$ cat config.mk
export PLATFORM = sky130hd
export DESIGN_NAME = mem_port_arbiter
export DESIGN_NICKNAME = d
export VERILOG_FILES = /design/src/rtl/mem_arb_pkg.sv /design/src/rtl/sat_counter.sv /design/src/rtl/mem_port_arbiter.sv
export SDC_FILE = /design/constraint.sdc
export NUM_CORES = 1
export LEC_CHECK = 0
export BUFFER_PORTS_ARGS = -buffer_cell sky130_fd_sc_hd__buf_4
export CAP_MARGIN = 20
export CORE_AREA = 2 2 116 118
export CTS_CLUSTER_DIAMETER = 50
export DETAILED_ROUTE_END_ITERATION = 6
export DIE_AREA = 0 0 118 120
export MAX_ROUTING_LAYER = met4
export PLACE_DENSITY = 0.8
export SLEW_MARGIN = 25
export SYNTH_ARGS = -nofsm -noshare
export SYNTH_HDL_FRONTEND = slang
export SYNTH_SLANG_ARGS = --single-unit
export TNS_END_PERCENT = 10
$ cat constraint.sdc
create_clock -name clk -period 6.8 [get_ports clk]
set_input_delay 1.02 -clock clk [delete_from_list [all_inputs] [get_ports clk]]
set_output_delay 1.02 -clock clk [all_outputs]
set_load 0.005 [all_outputs]
$ cat src/rtl/mem_arb_pkg.sv
// Shared encodings for the single-port memory arbiter.
//   arb_state_e : arbiter FSM states
//   owner_e     : which requester a grant decision selects this cycle
package mem_arb_pkg;

  typedef enum logic [2:0] {
    IDLE     = 3'd0,
    BUSY_IF  = 3'd1,
    BUSY_MEM = 3'd2,
    IF_DONE  = 3'd3,
    MEM_DONE = 3'd4
  } arb_state_e;

  typedef enum logic [1:0] {
    OWN_NONE = 2'd0,
    OWN_IF   = 2'd1,
    OWN_MEM  = 2'd2
  } owner_e;

endpackage

$ cat src/rtl/sat_counter.sv
// Saturating up-counter used for the arbiter performance counters.
//   clk    in  clock, rising edge
//   reset  in  asynchronous, active-high; clears the count
//   inc    in  add one this cycle (ignored once the count is all-ones)
//   clear  in  synchronous clear, wins over inc
//   count  out current count
module sat_counter #(
  parameter int unsigned CNT_W = 16
) (
  input  logic             clk,
  input  logic             reset,
  input  logic             inc,
  input  logic             clear,
  output logic [CNT_W-1:0] count
);

  localparam logic [CNT_W-1:0] CntMax = '1;
  localparam logic [CNT_W-1:0] CntOne = CNT_W'(1);

  always_ff @(posedge clk or posedge reset) begin
    if (reset) begin
      count <= '0;
    end else if (clear) begin
      count <= '0;
    end else if (inc && (count != CntMax)) begin
      count <= count + CntOne;
    end
  end

endmodule

$ cat src/rtl/mem_port_arbiter.sv
// Shares one single-port memory between instruction fetch (IF) and the MEM stage.
// MEM has fixed priority. The memory side is a registered request/ack handshake; the
// pipeline side gets one-cycle done pulses plus stall_if/stall_mem.
//
// Optional build macro: ARB_PERF_CNT_EN enables the saturating perf counters
// conflict_cnt and mem_wait_cnt; without it both ports read 0.
//
// Ports:
//   clk, reset                  clock (rising edge), asynchronous active-high reset
//   if_req, if_addr             fetch request (held until if_ready) and address
//   if_ready, if_rdata          fetch-complete pulse and registered instruction
//   mem_read, mem_write         EX_MEM load/store strobes (both set = store)
//   mem_addr, mem_wdata         EX_MEM address and store data
//   mem_done, mem_rdata         MEM-complete pulse and registered load data
//   stall_if, stall_mem         hold PC/IF_ID, hold whole pipeline
//   m_req, m_we, m_addr,        registered memory request, stable while m_req is high
//   m_wdata
//   m_ack, m_rdata              memory completion and read data (valid with m_ack)
//   conflict_cnt                IF requests deferred because MEM won arbitration
//   mem_wait_cnt                cycles with stall_mem high
module mem_port_arbiter
  import mem_arb_pkg::*;
#(
  parameter int unsigned ADDR_W = 32,
  parameter int unsigned DATA_W = 32,
  parameter int unsigned CNT_W  = 16
) (
  input  logic              clk,
  input  logic              reset,
  input  logic              if_req,
  input  logic [ADDR_W-1:0] if_addr,
  output logic              if_ready,
  output logic [DATA_W-1:0] if_rdata,
  input  logic              mem_read,
  input  logic              mem_write,
  input  logic [ADDR_W-1:0] mem_addr,
  input  logic [DATA_W-1:0] mem_wdata,
  output logic              mem_done,
  output logic [DATA_W-1:0] mem_rdata,
  output logic              stall_if,
  output logic              stall_mem,
  output logic              m_req,
  output logic              m_we,
  output logic [ADDR_W-1:0] m_addr,
  output logic [DATA_W-1:0] m_wdata,
  input  logic              m_ack,
  input  logic [DATA_W-1:0] m_rdata,
  output logic [CNT_W-1:0]  conflict_cnt,
  output logic [CNT_W-1:0]  mem_wait_cnt
);

  arb_state_e state;
  owner_e     grant;
  logic       mem_op;

  assign mem_op = mem_read | mem_write;

  // In x_DONE the finishing requester still shows its old request for this cycle,
  // so it is excluded from the grant decision.
  always_comb begin
    grant = OWN_NONE;
    unique case (state)
      IDLE: begin
        if (mem_op) begin
          grant = OWN_MEM;
        end else if (if_req) begin
          grant = OWN_IF;
        end
      end
      MEM_DONE: if (if_req) grant = OWN_IF;
      IF_DONE:  if (mem_op) grant = OWN_MEM;
      default:  grant = OWN_NONE;
    endcase
  end

  always_ff @(posedge clk or posedge reset) begin
    if (reset) begin
      state     <= IDLE;
      m_req     <= 1'b0;
      m_we      <= 1'b0;
      m_addr    <= '0;
      m_wdata   <= '0;
      if_ready  <= 1'b0;
      if_rdata  <= '0;
      mem_done  <= 1'b0;
      mem_rdata <= '0;
    end else begin
      if_ready <= 1'b0;
      mem_done <= 1'b0;
      case (state)
        BUSY_IF: begin
          if (m_ack) begin
            state    <= IF_DONE;
            m_req    <= 1'b0;
            if_ready <= 1'b1;
            if_rdata <= m_rdata;
          end
        end
        BUSY_MEM: begin
          if (m_ack) begin
            state    <= MEM_DONE;
            m_req    <= 1'b0;
            mem_done <= 1'b1;
            if (!m_we) begin
              mem_rdata <= m_rdata;
            end
          end
        end
        default: begin
          // IDLE, IF_DONE, MEM_DONE: m_req is low here, so a stray m_ack has no effect.
          unique case (grant)
            OWN_MEM: begin
              state   <= BUSY_MEM;
              m_req   <= 1'b1;
              m_we    <= mem_write;
              m_addr  <= mem_addr;
              m_wdata <= mem_wdata;
            end
            OWN_IF: begin
              state  <= BUSY_IF;
              m_req  <= 1'b1;
              m_we   <= 1'b0;
              m_addr <= if_addr;
            end
            default: state <= IDLE;
          endcase
        end
      endcase
    end
  end

  // Stalls are forced low during reset so every output reads 0 while it is held.
  assign stall_mem = mem_op & ~mem_done & ~reset;
  assign stall_if  = (if_req & ~if_ready & ~reset) | stall_mem;

`ifdef ARB_PERF_CNT_EN
  logic conflict_inc;

  // Only IDLE arbitrates between two fresh requests; x_DONE never defers a new one.
  assign conflict_inc = (state == IDLE) & mem_op & if_req;

  sat_counter #(
    .CNT_W(CNT_W)
  ) u_conflict_cnt (
    .clk  (clk),
    .reset(reset),
    .inc  (conflict_inc),
    .clear(1'b0),
    .count(conflict_cnt)
  );

  sat_counter #(
    .CNT_W(CNT_W)
  ) u_mem_wait_cnt (
    .clk  (clk),
    .reset(reset),
    .inc  (stall_mem),
    .clear(1'b0),
    .count(mem_wait_cnt)
  );
`else
  assign conflict_cnt = '0;
  assign mem_wait_cnt = '0;
`endif

endmodule

After elaboration in Yosys (flattened, before gate mapping):

Cells that the tools add are included.

* equal/unequal tests: 9
* muxes and demuxes: 16
* bitwise logic cells: 11
* reduce and logical (&&, ||, !) cells: 11

Operator list (count)
* $pmux 32 s2: 1
* $reduce_and 2->1: 5
* $mux 1: 7
* $eq 3x2->1 const B: 2
* $mux 3: 2
* $pmux 2 s3: 1
* $pmux 3 s2: 1
* $not 1->1: 5
* $and 1x1->1: 4
* $mux 2: 2
* $ne 2x2->1 const B: 2
* $pmux 2 s2: 1
* $reduce_bool 2->1: 2
* $reduce_or 2->1: 2
* $eq 3x1->1 const B: 1
* $eq 3x3->1 const B: 1
* $logic_not 3->1: 1
* $reduce_and 3->1: 1
* $eq 2x1->1 const B: 1
* $eq 2x2->1 const B: 1
* $ne 2x1->1 const B: 1
* $or 1x1->1: 2
* $pmux 1 s2: 1

* bits in registers: 135
* bits of input ports: 134
* word-level logic and storage cells: 56

Longest topological paths before layout:

Gate-level depths: netlist of the first run.

* word-level depth: 7
* depth in mapped cells: 9

Worst setup path before layout of the first run:

OpenSTA, ideal clock, no wires.

* path type: in2reg
* start: input port mem_read
* end: register m_addr[10]
* library setup time: 0.125 ns
* data arrival time: 2.583 ns
* required time: 6.675 ns
* path slack: 4.092 ns
* cell stages on the path: 8
* buffers on the path: 2
* path through: nor2_1 o211ai_1 inv_1 ha_1 buf_2 clkbuf_1 mux2_2 mux2_2

* word-level cells in the longest chain between the ends: 6

Ends and longest elaborated chain
* from (decl): RTL line mem_port_arbiter.sv:34 `input logic mem_read,`
* $or 1x1->1 *: RTL line mem_port_arbiter.sv:56 `assign mem_op = mem_read | mem_write;`
* $mux 2 (on tied branches): RTL line mem_port_arbiter.sv:64, mem_port_arbiter.sv:71
* $pmux 2 s3 *: RTL line mem_port_arbiter.sv:62 `unique case (state)`
* $eq 2x1->1 or $eq 2x2->1 (tied branches): RTL line mem_port_arbiter.sv:111 `unique case (grant)`
* $reduce_bool 2->1 (no source line)
* $reduce_and 2->1 (no source line)
* to (signal assigned): RTL line mem_port_arbiter.sv:116 `m_addr <= mem_addr;`
* to (signal assigned): RTL line mem_port_arbiter.sv:123 `m_addr <= if_addr;`
* to (decl): RTL line mem_port_arbiter.sv:44 `output logic [ADDR_W-1:0] m_addr,`

Every way passes the cells marked *; elsewhere a longest branch is shown, timed or not.
A chain may end at the register's enable or synchronous reset.

Worst setup path in the final report of the first run:

* start: input port mem_read
* end: output port stall_if

* word-level cells in the longest chain between the ends: 4

Ends and longest elaborated chain
* $or 1x1->1: RTL line mem_port_arbiter.sv:56
* $and 1x1->1 (2 in a row): RTL line mem_port_arbiter.sv:133 `assign stall_mem = mem_op & ~mem_done & ~reset;`
* $or 1x1->1: RTL line mem_port_arbiter.sv:134 `assign stall_if = (if_req & ~if_ready & ~reset) | stall_mem;`
* to (decl): RTL line mem_port_arbiter.sv:40 `output logic stall_if,`

Every way passes these cells.

==> results of run 1 <==
==> registers in the layout (all words and copies together), names as in the netlist <==
register / count
if_rdata: 32
m_addr: 32
m_wdata: 32
mem_rdata: 32
state: 3
if_ready: 1
m_req: 1
m_we: 1
mem_done: 1
==> logic make-up after synthesis <==
kind of cell    after synthesis
compound gates               10
xor+xnor                      1
fa+ha+maj                     2
buf+inv                      56
flops                       135
mux                         161
other cells                   1
simple gates                 16
==> layout by cell type (no fill, tap or decap), types with 3 or more instances in the layout <==
cell	n
buf_4	271
bufinv_16	3
clkbuf_16	17
clkbuf_8	4
clkinvlp_4	3
conb_1	32
dfrtp_1	135
inv_1	4
mux2_1	5
mux2_2	156
nor2_1	4
nor3_1	3
o21ai_0	3
==> power by group <==
part,switching (W),internal [W]
combinational,0.000643,0.00115
clock,0.000333,0.000615
sequential,0.000237,0.00122
total,0.00121,0.00299
==> synth_stat cells (2+ instances only) <==
cell	number
clkbuf_1	2
mux2_2	156
buf_4	39
dfrtp_1	135
nor3_1	3
ha_1	2
o21ai_0	3
nor2b_1	2
or3_1	2
buf_6	7
mux2_1	5
nor2_1	4
a21o_1	2
inv_1	5
==> layout make-up <==
cell class                      instances  area (um2)  share of cell area [%]
Multi-Input combinational cell        222        2170                    25.6
Timing Repair Buffer                  272        2060                    24.3
Inverter                                6        27.5                   0.324
Clock inverter                         10         144                    1.70
Clock buffer                           21         480                    5.66
Tap cell                              176         220                    2.60
Sequential cell                       135        3380                    39.8
==> through the flow <==
step	hold slack [ns]	worst slack, ns	std cells	utilization, %	cell area (um2)
2_1_floorplan	0.474	2.17	413	-	5960
3_3_place_gp	0.464	3.67	810	60.3	7830
3_5_place_dp	0.476	3.58	810	60.3	7830
4_1_cts	0.489	3.93	841	65.1	8450
5_1_grt	0.514	4.00	842	65.4	8480
6_report	0.478	4.07	842	65.4	8480
==> metal layers <==
| metal | global-route usage, % | part of all wire [%] | vias up |
|---|---|---|---|
| li1 | - | - | 1818 |
| met1 | 20.4 | 37 | 1950 |
| met2 | 33.2 | 52 | 197 |
| met3 | 8.51 | 9.5 | 21 |
| met4 | 8.51 | 2.0 | 0 |
| met5 | - | 0 | - |
==> worst max path at each step <==
stage | start | endpoint | cells past startpoint
after floorplan | reset | if_rdata[0] | 1
after global placement | mem_read | m_addr[23] | 7
after detailed placement | mem_read | m_addr[23] | 7
after CTS | state[0] | m_addr[23] | 6
after global routing | mem_read | stall_if | 5
final | mem_read | stall_if | 5
==> results_dict.tcl, run 1 <==
set metrics [dict create \
    muxShareOfSynthArea_pct 31.0 \
    finalHoldViolCount 0 \
    drcViolationCount 0 \
    grt_pass1_wl_mm 21.2 \
    r2r-end "m_addr[23]" \
    crit_slowest_cell "nor2_1" \
    synth_xor_area_share_pct 0.278 \
    rrSetupSlack_ns 4.21 \
    start_kind "input port" \
    endpoint_kind "output port" \
    hp-class "reg2reg" \
    dieWidth_um 118 \
    cp.required_ns 5.78 \
    drive_gt1_share_pct 70.1 \
    cts.sinks 135 \
    crit_arrival_ns 1.71 \
    p_total_w 0.00420 \
    gp_congestion 0.751 \
    cpPeakStageDelay_ns 0.19 \
    fin_nets 790 \
    worstRegToRegCells 7 \
    wirelength_mm 13.3 \
    setup.worst_path.class "in2out" \
    drv_cap 0 \
    vias 3986 \
    clock.fmax_mhz 367 \
    yosysSeqAreaShare_pct 57.8 \
    rows 42 \
    post_cts_resized 0 \
    path_max_fanout 3 \
    io_pins 300 \
    synth_area_leaders "dfrtp_1, mux2_2, buf_4" \
    synth_cells 382 \
    netlist-cell-type-count 29 \
    min_period_ns 2.73 \
    drtIter0Drc 168 \
    first_pass_iters 5 \
    relSlewSlack_pct 52.0 \
    clk_path_buf_depth 2 \
    yosysTopAreaCell "dfrtp_1" \
    n_antenna_cell 0 \
    timing.rr.start "state[0]" \
    grt_use_total_pct 19.8 \
    first_global_vias 4307 \
    avgViaCountPerCell 4.73 \
    setup-tns-final_ns 0 \
    ant_nets 0 \
    hold_end "m_req" \
    holdPathStages 1 \
    antenna_found_initial 0 \
    overflow 0 \
    cp_num_buf_inv 2 \
    worst_pin_slew_ns 0.720 \
    powerDensity_mw_per_mm2 495 \
    insertion_delay_ns 0.41 \
    min_from "m_req" \
    synthesis.area_mm2 0.00584 \
    htreeDepth 4 \
    coreArea_mm2 0.0130 \
    slew_viol_final 0 \
    critPathTopFamily "simple AND/OR/NAND/NOR gates" \
    power_leakage_nw 4.10 \
    cts_tree "built" \
    area_growth_syn_to_layout_pct 45.2 \
    root_buffer "clkbuf_16" \
    synth_top_flop_cell "dfrtp_1" \
    yosys.area_share.simple_pct 2.01 \
    post_cts_buffers 0 \
    yosys_warnings 0 \
    synth_top_family_by_area "multiplexers" \
    peakVddDrop_v 0.000313 \
    synthAdderAreaFrac_pct 0.428 \
    fp.dieArea_mm2 0.0142 \
    rsz0062_at_grt "false" \
    nFillCells 948 \
    numCtsBuffers 17 \
    cts_hold_buffers 0 \
    dieHeight_um 120 \
    timing.final.crit_share_pct 40.1 \
    synth_compound_area_share_pct 1.35 \
    crit_path_frequent_cell "buf_4" \
    status "finished clean" \
    final-setup-viol-count 0 \
    cts.clk_slew.worst_paths_ns 0.05 \
    synth_top_area_share_pct 57.8 \
    async_reset_ff_share_pct 100 \
    synth_edf_count 0 \
    worstPathCellList "buf_4, nor2_1, nor3_1, a21o_1, buf_4" \
    start_util_pct 45.0 \
    dp_hpwl_mm 9.96 \
    ys_ff_latch 135 \
    portBuffers 267 \
    grt_start_max_net_pins 79 \
    wire_per_inst_um 15.9 \
    finClkSkew_ns 0.00595 \
    avgSynthCellArea_um2 15.3 \
]
Power figures use the tool's default switching activity.
==> inputs of run 2 (changes only) <==
- CORE_AREA: 2 2 116 118 -> not set
- CORE_ASPECT_RATIO: not set -> 0.9
- CORE_MARGIN: not set -> 1
- CORE_UTILIZATION: not set -> 41
- DIE_AREA: 0 0 118 120 -> not set
- PLACE_DENSITY: 0.8 -> 0.76
- clock period: 6.8 -> 2.2 ns (I/O delays scaled with it)
==> run 2 against run 1 <==
Sequential cell count unchanged. Design area increased by 1.8%. Sequential power increased to 3.1 times the previous value. Total power increased to 3.2 times the previous value. Combinational power increased to 3.2 times the previous value. Clock power increased to 3.2 times the previous value. Worst hold slack got worse by 0.42 ns. Via count decreased by 0.18%. Die area increased by 4.1%. First-iteration DRC count decreased by 57%. Largest cell class unchanged. Largest power group unchanged. Highest routed layer unchanged.
==> results_dict.tcl, run 2 (synthesis gave the netlist of run 1 again) <==
set metrics [dict create \
    clk_path_buf_depth 2 \
    crit_slowest_cell "dfrtp_1" \
    power_leakage_nw 4.15 \
    fin_nets 797 \
    dp.cells 835 \
    rsz0062_at_grt "false" \
    worstRegToRegCells 7 \
    timing.final.crit_share_pct 97.4 \
    grt_use_total_pct 18.8 \
    cts.sinks 135 \
    coreArea_mm2 0.0140 \
    status "finished clean" \
    overflow 0 \
    cts.clk_slew.worst_paths_ns 0.06 \
    powerDensity_mw_per_mm2 1540 \
    cpPeakStageDelay_ns 0.43 \
    rows 41 \
    grt_pass1_wl_mm 20.4 \
    finClkSkew_ns 0.00719 \
    fp.dieArea_mm2 0.0147 \
    portBuffers 267 \
    wirelength_mm 13.5 \
    comb_power_share_pct 43.5 \
    place_area_mm2 0.00797 \
    p_int_w 0.00946 \
    worstPathCellList "xor2_2, or3_4, inv_2, ha_4, a21oi_4, buf_12, mux2_2" \
    final_area_mm2 0.00864 \
    drive_gt1_share_pct 70.6 \
    start_kind "flop" \
    avgViaCountPerCell 4.59 \
    grt_start_max_net_pins 99 \
    finalHoldViolCount 0 \
    gp_congestion 0.769 \
    vias 3979 \
    setup.worst_path.class "reg2reg" \
    p_seq_share_pct 33.6 \
    dieHeight_um 115 \
    drcViolationCount 0 \
    ant_nets 0 \
    critPathTopFamily "flip-flops" \
    crit_arrival_ns 2.43 \
    wire_per_inst_um 15.5 \
    path_max_fanout 26 \
    setup-tns-final_ns 0 \
    antenna_found_initial 0 \
    numCtsBuffers 17 \
    rrSetupSlack_ns 0.06 \
    p_sw_w 0.00382 \
    layout_common_cells "buf_4, mux2_2, dfrtp_1" \
    first_global_vias 4154 \
    root_buffer "clkbuf_16" \
    cp_num_buf_inv 2 \
    first_pass_iters 4 \
    hp-class "in2async" \
    insertion_delay_ns 0.41 \
    slew_viol_final 0 \
    min_period_ns 2.14 \
    peakVddDrop_v 0.000808 \
    clock.fmax_mhz 467 \
    dieWidth_um 128 \
    htreeDepth 4 \
    area_growth_syn_to_layout_pct 47.8 \
    r2r-end "m_addr[21]" \
    final_common_cell "buf_4" \
    start_util_pct 41.9 \
    layout.cells.non_filler 867 \
    cp.required_ns 2.49 \
    endpoint_kind "flop" \
    n_antenna_cell 0 \
    p_total_w 0.0133 \
    relSlewSlack_pct 63.4 \
    timing.rr.start "state[0]" \
    cts_tree "built" \
    io_pins 300 \
    clkPwrFrac_pct 22.8 \
    drtIter0Drc 73 \
    dp_slack_ns -0.0621 \
    dp_hpwl_mm 9.99 \
    worst_pin_slew_ns 0.549 \
    drv_cap 0 \
    switching_share_pct 28.8 \
    post_cts_buffers 0 \
    final-setup-viol-count 0 \
    layout_setup_ws_ns 0.0582 \
    cp-startpoint "state[0]" \
]
-- run 2: cell types whose count changed in the layout (fill, tap and decap cells not counted), sizes merged --
| cell | change |
|---|---|
| buf | +7 |
| clkbuf | +1 |
| inv | -1 |
| bufinv | +1 |
-- run 2: power by group through the flow --
stage,clock (W),sequential [W],combinational (W)
floorplan,0,0.00449,0.00309
global placement,0,0.00442,0.00561
detailed placement,0,0.00449,0.00580
CTS,0.00309,0.00448,0.00588
global route,0.00320,0.00462,0.00621
finish,0.00303,0.00446,0.00578
-- run 2: metrics by stage --
stage / utilization [%] / hold slack, ns
after global routing: 61.9 / 0.127
after global placement: 57.1 / 0.472
after detailed placement: 57.1 / 0.490
after floorplan: - / 0.465
after CTS: 61.9 / 0.103
final: 61.9 / 0.0539
-- run 2: how the worst max path moves through the flow --
stage	end	slack, ns	cells after the start
2_1_floorplan	m_addr[1]	-0.09	8
3_3_place_gp	m_wdata[4]	0.003	8
3_5_place_dp	m_wdata[25]	-0.06	8
4_1_cts	m_addr[21]	0.02	7
5_1_grt	m_addr[20]	0.006	7
6_report	m_addr[21]	0.06	7
-- run 2: per-layer routing --
metal  routed length, um  share of wire (%)  track usage, %  up-vias
met1                5170                 38            20.0     1945
met2                6990                 52            32.4      181
li1                    -                  -               -     1834
met4                 267                2.0            7.29        0
met3                1050                7.8            6.61       19
met5                   0                  0               -        -
-- run 2: worst min-delay path, delay by kind of cell --
kind	cells	cell delay, ns
buf+inv	3	0.57
-- run 2: timing repair --
| item | 4_1_cts | 5_1_grt |
|---|---|---|
| resized for setup | 3 | 1 |
| setup endpoints to repair | 57 | 27 |
| pin swaps | 0 | 0 |
| hold buffers | 0 | 0 |
-- run 2: cell type report --
| class | instances | area [um2] |
|---|---|---|
| fill | 1094 | 5320 |
| sequential | 135 | 3380 |
| multi-input combinational | 222 | 2190 |
| timing repair buffer | 279 | 2160 |
| clock buffer | 22 | 474 |
| tap | 193 | 241 |
| clock inverter | 10 | 166 |
| inverter | 6 | 26.3 |
